**src/rtl/fma16_pkg.sv**
```systemverilog
// Shared opcode, control and constant definitions for the fma16 issue stage.
package fma16_pkg;

  localparam logic [15:0] CANON_NAN = 16'h7E00;

  typedef enum logic [2:0] {
    OP_FADD    = 3'd0,
    OP_FSUB    = 3'd1,
    OP_FMUL    = 3'd2,
    OP_FMADD   = 3'd3,
    OP_FMSUB   = 3'd4,
    OP_FNMADD  = 3'd5,
    OP_FNMSUB  = 3'd6,
    OP_ILLEGAL = 3'd7
  } fma_op_e;

  typedef struct packed {
    logic mul;
    logic add;
    logic negr;
    logic negz;
  } fma_ctrl_t;

  // The illegal opcode decodes to all-zero controls so nothing reaches the datapath.
  function automatic fma_ctrl_t decode_op(input fma_op_e op);
    fma_ctrl_t c;
    c = '0;
    case (op)
      OP_FADD:   c = '{mul: 1'b0, add: 1'b1, negr: 1'b0, negz: 1'b0};
      OP_FSUB:   c = '{mul: 1'b0, add: 1'b1, negr: 1'b0, negz: 1'b1};
      OP_FMUL:   c = '{mul: 1'b1, add: 1'b0, negr: 1'b0, negz: 1'b0};
      OP_FMADD:  c = '{mul: 1'b1, add: 1'b1, negr: 1'b0, negz: 1'b0};
      OP_FMSUB:  c = '{mul: 1'b1, add: 1'b1, negr: 1'b0, negz: 1'b1};
      OP_FNMADD: c = '{mul: 1'b1, add: 1'b1, negr: 1'b1, negz: 1'b0};
      OP_FNMSUB: c = '{mul: 1'b1, add: 1'b1, negr: 1'b1, negz: 1'b1};
      default:   c = '0;
    endcase
    return c;
  endfunction

endpackage

```
**src/rtl/fma16_req_fifo.sv**
```systemverilog
// Circular request FIFO with occupancy count; flush has priority over push/pop.
module fma16_req_fifo #(
  parameter int DEPTH = 4,
  parameter int WIDTH = 8
) (
  input  logic                           clk,
  input  logic                           rst_n,
  input  logic                           flush,
  input  logic                           push,
  input  logic                           pop,
  input  logic [WIDTH-1:0]               wdata,
  output logic [WIDTH-1:0]               rdata,
  output logic                           full,
  output logic                           empty,
  output logic [$clog2(DEPTH+1)-1:0]     count
);

  localparam int PW = $clog2(DEPTH);
  localparam int CW = $clog2(DEPTH+1);

  logic [WIDTH-1:0] r_mem [DEPTH];
  logic [PW-1:0]    r_wptr;
  logic [PW-1:0]    r_rptr;
  logic [CW-1:0]    r_count;
  logic             w_push;
  logic             w_pop;

  assign full   = (r_count == CW'(DEPTH));
  assign empty  = (r_count == '0);
  assign count  = r_count;
  assign rdata  = r_mem[r_rptr];
  assign w_push = push && !full;
  assign w_pop  = pop && !empty;

  // DEPTH is a power of two, so pointer increments wrap naturally.
  always_ff @(posedge clk or negedge rst_n) begin
    if (!rst_n) begin
      r_wptr  <= '0;
      r_rptr  <= '0;
      r_count <= '0;
    end else if (flush) begin
      r_wptr  <= '0;
      r_rptr  <= '0;
      r_count <= '0;
    end else begin
      if (w_push) r_wptr <= r_wptr + PW'(1);
      if (w_pop)  r_rptr <= r_rptr + PW'(1);
      if (w_push && !w_pop)      r_count <= r_count + CW'(1);
      else if (w_pop && !w_push) r_count <= r_count - CW'(1);
    end
  end

  always_ff @(posedge clk) begin
    if (w_push && !flush) r_mem[r_wptr] <= wdata;
  end

endmodule

```
**src/rtl/fma16_issue.sv**
```systemverilog
// Issue stage for the fp16 fma16 datapath: buffers requests, decodes the head onto
// the combinational fma16 interface and registers its result with the request tag.
module fma16_issue
  import fma16_pkg::*;
#(
  parameter int DEPTH = 4,
  parameter int TAGW  = 4
) (
  input  logic                        clk,
  input  logic                        rst_n,
  input  logic                        flush,
  input  logic                        req_valid,
  output logic                        req_ready,
  input  logic [2:0]                  req_op,
  input  logic [15:0]                 req_x,
  input  logic [15:0]                 req_y,
  input  logic [15:0]                 req_z,
  input  logic [1:0]                  req_rm,
  input  logic [TAGW-1:0]             req_tag,
  output logic [15:0]                 fma_x,
  output logic [15:0]                 fma_y,
  output logic [15:0]                 fma_z,
  output logic                        fma_mul,
  output logic                        fma_add,
  output logic                        fma_negr,
  output logic                        fma_negz,
  output logic [1:0]                  fma_rm,
  input  logic [15:0]                 fma_result,
  output logic                        rsp_valid,
  input  logic                        rsp_ready,
  output logic [15:0]                 rsp_result,
  output logic [TAGW-1:0]             rsp_tag,
  output logic                        rsp_err,
  output logic [$clog2(DEPTH+1)-1:0]  occupancy
);

  localparam int EW = 3 + 16*3 + 2 + TAGW;

  logic [EW-1:0]     w_wdata;
  logic [EW-1:0]     w_rdata;
  logic              w_full;
  logic              w_empty;
  logic              w_issue;
  logic              w_legal;
  fma_op_e           w_head_op;
  logic [15:0]       w_head_x;
  logic [15:0]       w_head_y;
  logic [15:0]       w_head_z;
  logic [1:0]        w_head_rm;
  logic [TAGW-1:0]   w_head_tag;
  fma_ctrl_t         w_ctrl;

  logic              r_rsp_valid;
  logic [15:0]       r_rsp_result;
  logic [TAGW-1:0]   r_rsp_tag;
  logic              r_rsp_err;

  assign w_wdata = {req_op, req_x, req_y, req_z, req_rm, req_tag};

  fma16_req_fifo #(
    .DEPTH (DEPTH),
    .WIDTH (EW)
  ) u_fifo (
    .clk   (clk),
    .rst_n (rst_n),
    .flush (flush),
    .push  (req_valid),
    .pop   (w_issue),
    .wdata (w_wdata),
    .rdata (w_rdata),
    .full  (w_full),
    .empty (w_empty),
    .count (occupancy)
  );

  assign {w_head_op, w_head_x, w_head_y, w_head_z, w_head_rm, w_head_tag} = w_rdata;

  assign req_ready = !w_full;
  assign w_issue   = !w_empty && (!r_rsp_valid || rsp_ready);
  assign w_legal   = !w_empty && (w_head_op != OP_ILLEGAL);

  // Operands and controls are quiet whenever there is no legal op at the head.
  always_comb begin
    w_ctrl = '0;
    fma_x  = '0;
    fma_y  = '0;
    fma_z  = '0;
    fma_rm = '0;
    if (w_legal) begin
      w_ctrl = decode_op(w_head_op);
      fma_x  = w_head_x;
      fma_y  = w_head_y;
      fma_z  = w_head_z;
      fma_rm = w_head_rm;
    end
  end

  assign fma_mul  = w_ctrl.mul;
  assign fma_add  = w_ctrl.add;
  assign fma_negr = w_ctrl.negr;
  assign fma_negz = w_ctrl.negz;

  always_ff @(posedge clk or negedge rst_n) begin
    if (!rst_n) begin
      r_rsp_valid  <= 1'b0;
      r_rsp_result <= '0;
      r_rsp_tag    <= '0;
      r_rsp_err    <= 1'b0;
    end else if (flush) begin
      r_rsp_valid  <= 1'b0;
      r_rsp_result <= '0;
      r_rsp_tag    <= '0;
      r_rsp_err    <= 1'b0;
    end else if (w_issue) begin
      r_rsp_valid  <= 1'b1;
      r_rsp_result <= w_legal ? fma_result : CANON_NAN;
      r_rsp_tag    <= w_head_tag;
      r_rsp_err    <= !w_legal;
    end else if (rsp_ready) begin
      r_rsp_valid  <= 1'b0;
    end
  end

  assign rsp_valid  = r_rsp_valid;
  assign rsp_result = r_rsp_result;
  assign rsp_tag    = r_rsp_tag;
  assign rsp_err    = r_rsp_err;

endmodule

```
**config.mk**
```make
export PLATFORM = sky130hd
export DESIGN_NAME = fma16_issue
export DESIGN_NICKNAME = d
export VERILOG_FILES = /design/src/rtl/fma16_pkg.sv /design/src/rtl/fma16_req_fifo.sv /design/src/rtl/fma16_issue.sv
export SDC_FILE = /design/constraint.sdc
export NUM_CORES = 1
export LEC_CHECK = 0
export BUFFER_PORTS_ARGS = -buffer_cell sky130_fd_sc_hd__buf_2
export CAP_MARGIN = 10
export CORE_MARGIN = 2
export CORE_UTILIZATION = 57
export CTS_CLUSTER_DIAMETER = 200
export CTS_CLUSTER_SIZE = 28
export DETAILED_ROUTE_END_ITERATION = 10
export PLACE_DENSITY = 0.8
export SYNTH_ARGS = -nofsm -noshare
export SYNTH_HDL_FRONTEND = slang
export SYNTH_SLANG_ARGS = --single-unit
```
**constraint.sdc**
```tcl
create_clock -name clk -period 3.31 [get_ports clk]
set_input_delay 0 -clock clk [delete_from_list [all_inputs] [get_ports clk]]
set_output_delay 0 -clock clk [all_outputs]
set_load 0.01 [all_outputs]
```
== Yosys cells after proc, flatten, opt, wreduce, memory -nomap -nowiden ==
Memories as Yosys holds them, arrays and structs flattened.
Index checks and enable logic that the tools add are counted.
Storage, ports and cells
  bits in writable memories: 228
  memories: 1
  logic and storage cells: 67
  flip-flop bits (word level): 29
Cells by class
  eq/ne operators: 8
  multiplexer cells: 25
  add/sub/neg operators: 4
  reductions and logical operators: 22
Memories
  u_fifo.r_mem: words 4, width 57, rd ports 1, clocked after memory_dff 0, wr ports 1, RTL line fma16_req_fifo.sv:21  | logic [WIDTH-1:0] r_mem [DEPTH];
Operators by type and width (count)
  16-bit two-way mux: 6
  4-bit one-hot mux with 7 select lines: 1
  3-bit == test, second input constant: 4
  4-bit two-way mux: 3
  2-bit two-way mux: 5
  3-bit two-way mux: 3
  1-bit logical AND: 7
  1-bit zero test: 7
  1-bit two-way mux: 7
  3-bit by 2-bit == test with 1-bit output, second input constant: 2
  3-bit zero test: 2
  2-bit nonzero test: 3
  3-bit nonzero test: 2
  2-bit by 1-bit adder with 2-bit output, second input constant: 2
  3-bit by 1-bit adder with 3-bit output, second input constant: 1
  3-bit by 1-bit == test with 1-bit output, second input constant: 1
  3-bit inequality test, second input constant: 1
  3-bit by 1-bit subtractor with 3-bit output, second input constant: 1
  1-bit logical OR: 1

== Depth between registers and ports, before layout ==
  word-level depth: 8
  depth in mapped cells: 7

== By module ==
From an unflattened synthesis, not the netlist that was laid out.
Second synthesis, totals
  cells, all modules: 519
  area total of the unflattened synthesis: 10236.1 µm²
Modules (own cells, without submodules)
  fma16_req_fifo: instances 1, area an instance 8787.2 µm², cells each 359
  fma16_issue: instances 1, area an instance 1448.9 µm², cells each 160

== Worst setup path after synthesis ==
OpenSTA, ideal clock, no wires.
  path type: reg-to-reg
  start: register u_fifo.r_count[2] (netlist: u_fifo.count[2])
  end: memory u_fifo.r_mem[0][0] (netlist name) (enable)
  setup slack: 0.388 ns
  arrival time: 2.501 ns
  cell stages (with the launch flop): 6
  path buffers: 1
  data required time: 2.889 ns
  library setup time: 0.421 ns
  cells stage by stage: dfrtp_1 -> or3b_1 -> clkbuf_1 -> nand2_1 -> nor2_1 -> and2_1
On the way
  cells in the longest elaborated chain, start to end: 6
Ends and longest elaborated chain
  start, declared: RTL line fma16_req_fifo.sv:24  | logic [CW-1:0] r_count;
  start signal, assigned: RTL line fma16_req_fifo.sv:48  | if (w_push && !w_pop) r_count <= r_count + CW'(1);
  start signal, assigned: RTL line fma16_req_fifo.sv:49  | else if (w_pop && !w_push) r_count <= r_count - CW'(1);
  3-bit == test: RTL line fma16_req_fifo.sv:28  | assign full = (r_count == CW'(DEPTH));
  1-bit zero test
  via req_ready: RTL line fma16_issue.sv:13  | output logic req_ready,
  1-bit logical AND: RTL line fma16_req_fifo.sv:32  | assign w_push = push && !full;
  1-bit logical AND: RTL line fma16_req_fifo.sv:54  | if (w_push && !flush) r_mem[r_wptr] <= wdata;
  1-bit two-way mux: RTL line fma16_req_fifo.sv:54
  1-bit two-way mux (not written as such): RTL line fma16_req_fifo.sv:54
  end, declared: RTL line fma16_req_fifo.sv:21
The timed path passes the listed nets, and every way through them passes these cells.

== Worst setup path after layout ==
  start: register u_fifo.r_rptr[0]
  end: output port fma_z[8]
On the way
  cells in the longest elaborated chain, start to end: 4
Ends and longest elaborated chain
  start, declared: RTL line fma16_req_fifo.sv:23  | logic [PW-1:0] r_rptr;
  start signal, assigned: RTL line fma16_req_fifo.sv:47  | if (w_pop) r_rptr <= r_rptr + PW'(1);
  memory read 4 x 57 bit (*)
  3-bit inequality test: RTL line fma16_issue.sv:80  | assign w_legal = !w_empty && (w_head_op != OP_ILLEGAL);
  1-bit logical AND: RTL line fma16_issue.sv:80
  16-bit two-way mux (*): RTL line fma16_issue.sv:89  | if (w_legal) begin
  end, declared: RTL line fma16_issue.sv:22  | output logic [15:0] fma_z,
Mark *: on every way between the ends. The rest lies on a longest branch, timed or not.

==> results.json <==
{
  "synth_area_per_cell_um2": 21.16,
  "drtPass1Iterations": 4,
  "dr.first_iter.drc_count": 340,
  "totalNegativeSetupSlack_ns": 0,
  "post_cts_buffers": 0,
  "grt.total_usage": 0.2105,
  "grt_max_degree": 38,
  "r2r_end": "rsp_result[6]",
  "rsz0062_at_grt": "no",
  "fin_nets": 813,
  "async_flop_share": 0.1128,
  "hold_class": "input pin to async pin",
  "wl_per_cell_um": 20.75,
  "syn_area_um2": 10330,
  "tightest_slew_ns": 0.8153,
  "final_max_slew_viol_count": 0,
  "fin_crit_ns": 3.155,
  "numCtsBuffers": 13,
  "cts_buffer_depth": 3,
  "synth_warnings": 0,
  "drive_above_1_share": 0.4130,
  "outcome": "complete, no violations",
  "via_count": 5402,
  "ff2ff_setup_slack_ns": 0.97,
  "core_area_um2": 17840,
  "syn_nets": 571,
  "slew_headroom": 0.4565,
  "cp.required_ns": 3.31,
  "ys_seq_area_frac": 0.7333,
  "start_util": 0.5788,
  "fin_skew_ns": 0.02969,
  "drt_wl_total_mm": 20.07,
  "fmax_mhz": 317.0,
  "dp_hpwl_mm": 12.18,
  "fin_cells": 967,
  "grt_pass1_wl_mm": 31.86,
  "overflow": 0,
  "synth_seq_cells": 257,
  "drc": 0,
  "area_growth_syn_to_layout_pct": 21.25,
  "die-area_um2": 19210,
  "start_kind": "flip-flop",
  "cts_resized": 0,
  "ios": 158,
  "setup_viol": 0,
  "power.leakage_uw": 0.004642,
  "antenna_left": 0,
  "cts.reportedPaths.clkPinSlew_ns": 0.11,
  "fp.dieW_um": 138.6,
  "powerDensity_nw_per_um2": 734.0,
  "root_buffer": "clkbuf_16",
  "ys.flop_type": "edfxtp_1",
  "port_buffers": 157,
  "postSynthCellCount": 488,
  "worstReg2RegStart": "u_fifo.r_rptr[0]",
  "peakVddDrop_uv": 583.9,
  "fin_total_pwr_uw": 9190,
  "crit_type": "flip-flop to output port",
  "cp_max_fo": 25,
  "die_h_um": 138.6,
  "synth_edf_count": 228,
  "routabilityCongestion": 0.8599,
  "finalHoldViolations": 0,
  "cp-end-kind": "output port",
  "antenna_found_initial": 2,
  "arrival_ns": 3.15,
  "cts.sinks": 257,
  "grt_pass1_vias": 5865,
  "reg2reg_depth": 4,
  "insertion_delay_ns": 0.47,
  "dp.cells": 865,
  "synth.distinct_cells": 37,
  "cap_violations": 0,
  "final_util": 0.7018,
  "cts_tree": "built",
  "ctsHtreeMaxLevel": 1,
  "viasPerCell": 5.586,
  "finalCritPeriodShare": 0.9531,
  "rows": 49
}
-- cell families after synthesis --
| logic type | after synthesis | synth area share |
|---|---|---|
| flops | 257 | 0.7333 |
| simple gates | 111 | 0.09282 |
| mux | 60 | 0.1273 |
| buf+inv | 28 | 0.01951 |
| compound gates | 22 | 0.01599 |
| xor+xnor | 5 | 0.004242 |
| fa+ha+maj | 5 | 0.006786 |
-- cell usage in the layout, fill, tap and decap left out, types with 5 or more instances in the layout --
master         instances
a21oi_1                8
edfxtp_1             228
clkbuf_16             13
nor2_1                15
clkbuf_1               7
nor2b_2                5
mux4_2                57
a22o_1                10
nor3_1                17
dfrtp_1               27
nor2b_4               44
buf_4                 14
nand2_1               13
buf_2                157
dlygate4sd3_1         78
-- repair_timing --
action | 4_1_cts | 5_1_grt
hold endpoints to repair | 281 | 0
hold buffers | 78 | 0
setup endpoints to repair | 25 | 0
-- registers in the layout, indices dropped and copies added, names as in the netlist --
name           flops
rsp_err            1
u_fifo.count       3
rsp_result        16
u_fifo.r_rptr      2
rsp_tag            4
u_fifo.r_mem     228
u_fifo.r_wptr      2
rsp_valid          1
-- area by class of cell --
| type | instances | area, um2 |
|---|---|---|
| repair buffers | 250 | 1692 |
| clock buffers | 20 | 351.6 |
| well taps | 229 | 286.5 |
| fillers | 1087 | 5320 |
| multi-input cells | 204 | 2564 |
| clock inverters | 1 | 30.03 |
| diodes | 2 | 5.005 |
| inverters | 4 | 15.01 |
| flip-flops and latches | 257 | 7577 |
-- synth_stat cells, types with 3 or more instances --
cell type,n,area [um2]
a22o_1,10,87.58
nand2_1,13,48.80
mux4_2,57,1284
xnor2_1,3,26.28
and2_1,4,25.02
nor2_1,15,56.30
edfxtp_1,228,6847
nor2b_1,3,18.77
ha_1,4,50.05
nor2b_2,5,43.79
nor3_1,17,85.08
dfrtp_1,29,725.7
inv_1,4,15.01
buf_1,6,22.52
buf_12,4,80.08
clkbuf_1,9,33.78
nor2b_4,44,605.6
a21oi_1,8,40.04
-- power breakdown --
group / internal [uW] / switching, uW / total (uW) / leakage (uW)
Combinational: 1660 / 1810 / 3470 / 0.00201
Clock: 761 / 944 / 1700 / 0.000180
Sequential: 3840 / 176 / 4020 / 0.00245
Total: 6270 / 2930 / 9190 / 0.00464
-- worst max-delay path: stages (launching register included) --
cell,delay (ns)
dfrtp_4,0.62
mux4_2,0.45
and3_1,0.51
or2_4,0.49
buf_12,0.33
nor2b_4,0.07
buf_2,0.15
-- routing by layer --
metal | share of wire | track usage | vias to the layer above
met3 | 0.065 | 0.03280 | 28
li1 | - | - | 2407
met2 | 0.51 | 0.3708 | 229
met5 | 0 | 0 | -
met1 | 0.40 | 0.2804 | 2738
met4 | 0.018 | 0.05209 | 0
-- per-stage QoR --
step	instance area [um2]	hold WS, ns	setup WS [ns]
3_3_place_gp	11350	0.04640	0.5013
4_1_cts	12520	0.08738	0.1398
2_1_floorplan	10330	-0.2956	0.3882
5_1_grt	12520	0.1233	0.04462
3_5_place_dp	11350	0.06334	0.4395
6_report	12520	0.07800	0.1554
-- worst max-delay path by stage --
| stage | start | endpoint | slack (ns) | cells past startpoint |
|---|---|---|---|---|
| 2_1_floorplan | u_fifo.count[2] | u_fifo.r_mem[0][0] | 0.39 | 5 |
| 3_3_place_gp | u_fifo.r_rptr[0] | fma_z[12] | 0.50 | 6 |
| 3_5_place_dp | u_fifo.r_rptr[0] | fma_z[8] | 0.44 | 6 |
| 4_1_cts | u_fifo.r_rptr[0] | fma_y[13] | 0.14 | 6 |
| 5_1_grt | u_fifo.r_rptr[0] | fma_z[8] | 0.04 | 6 |
| 6_report | u_fifo.r_rptr[0] | fma_z[8] | 0.16 | 6 |
No activity file was read; power rests on OpenSTA's default activity.
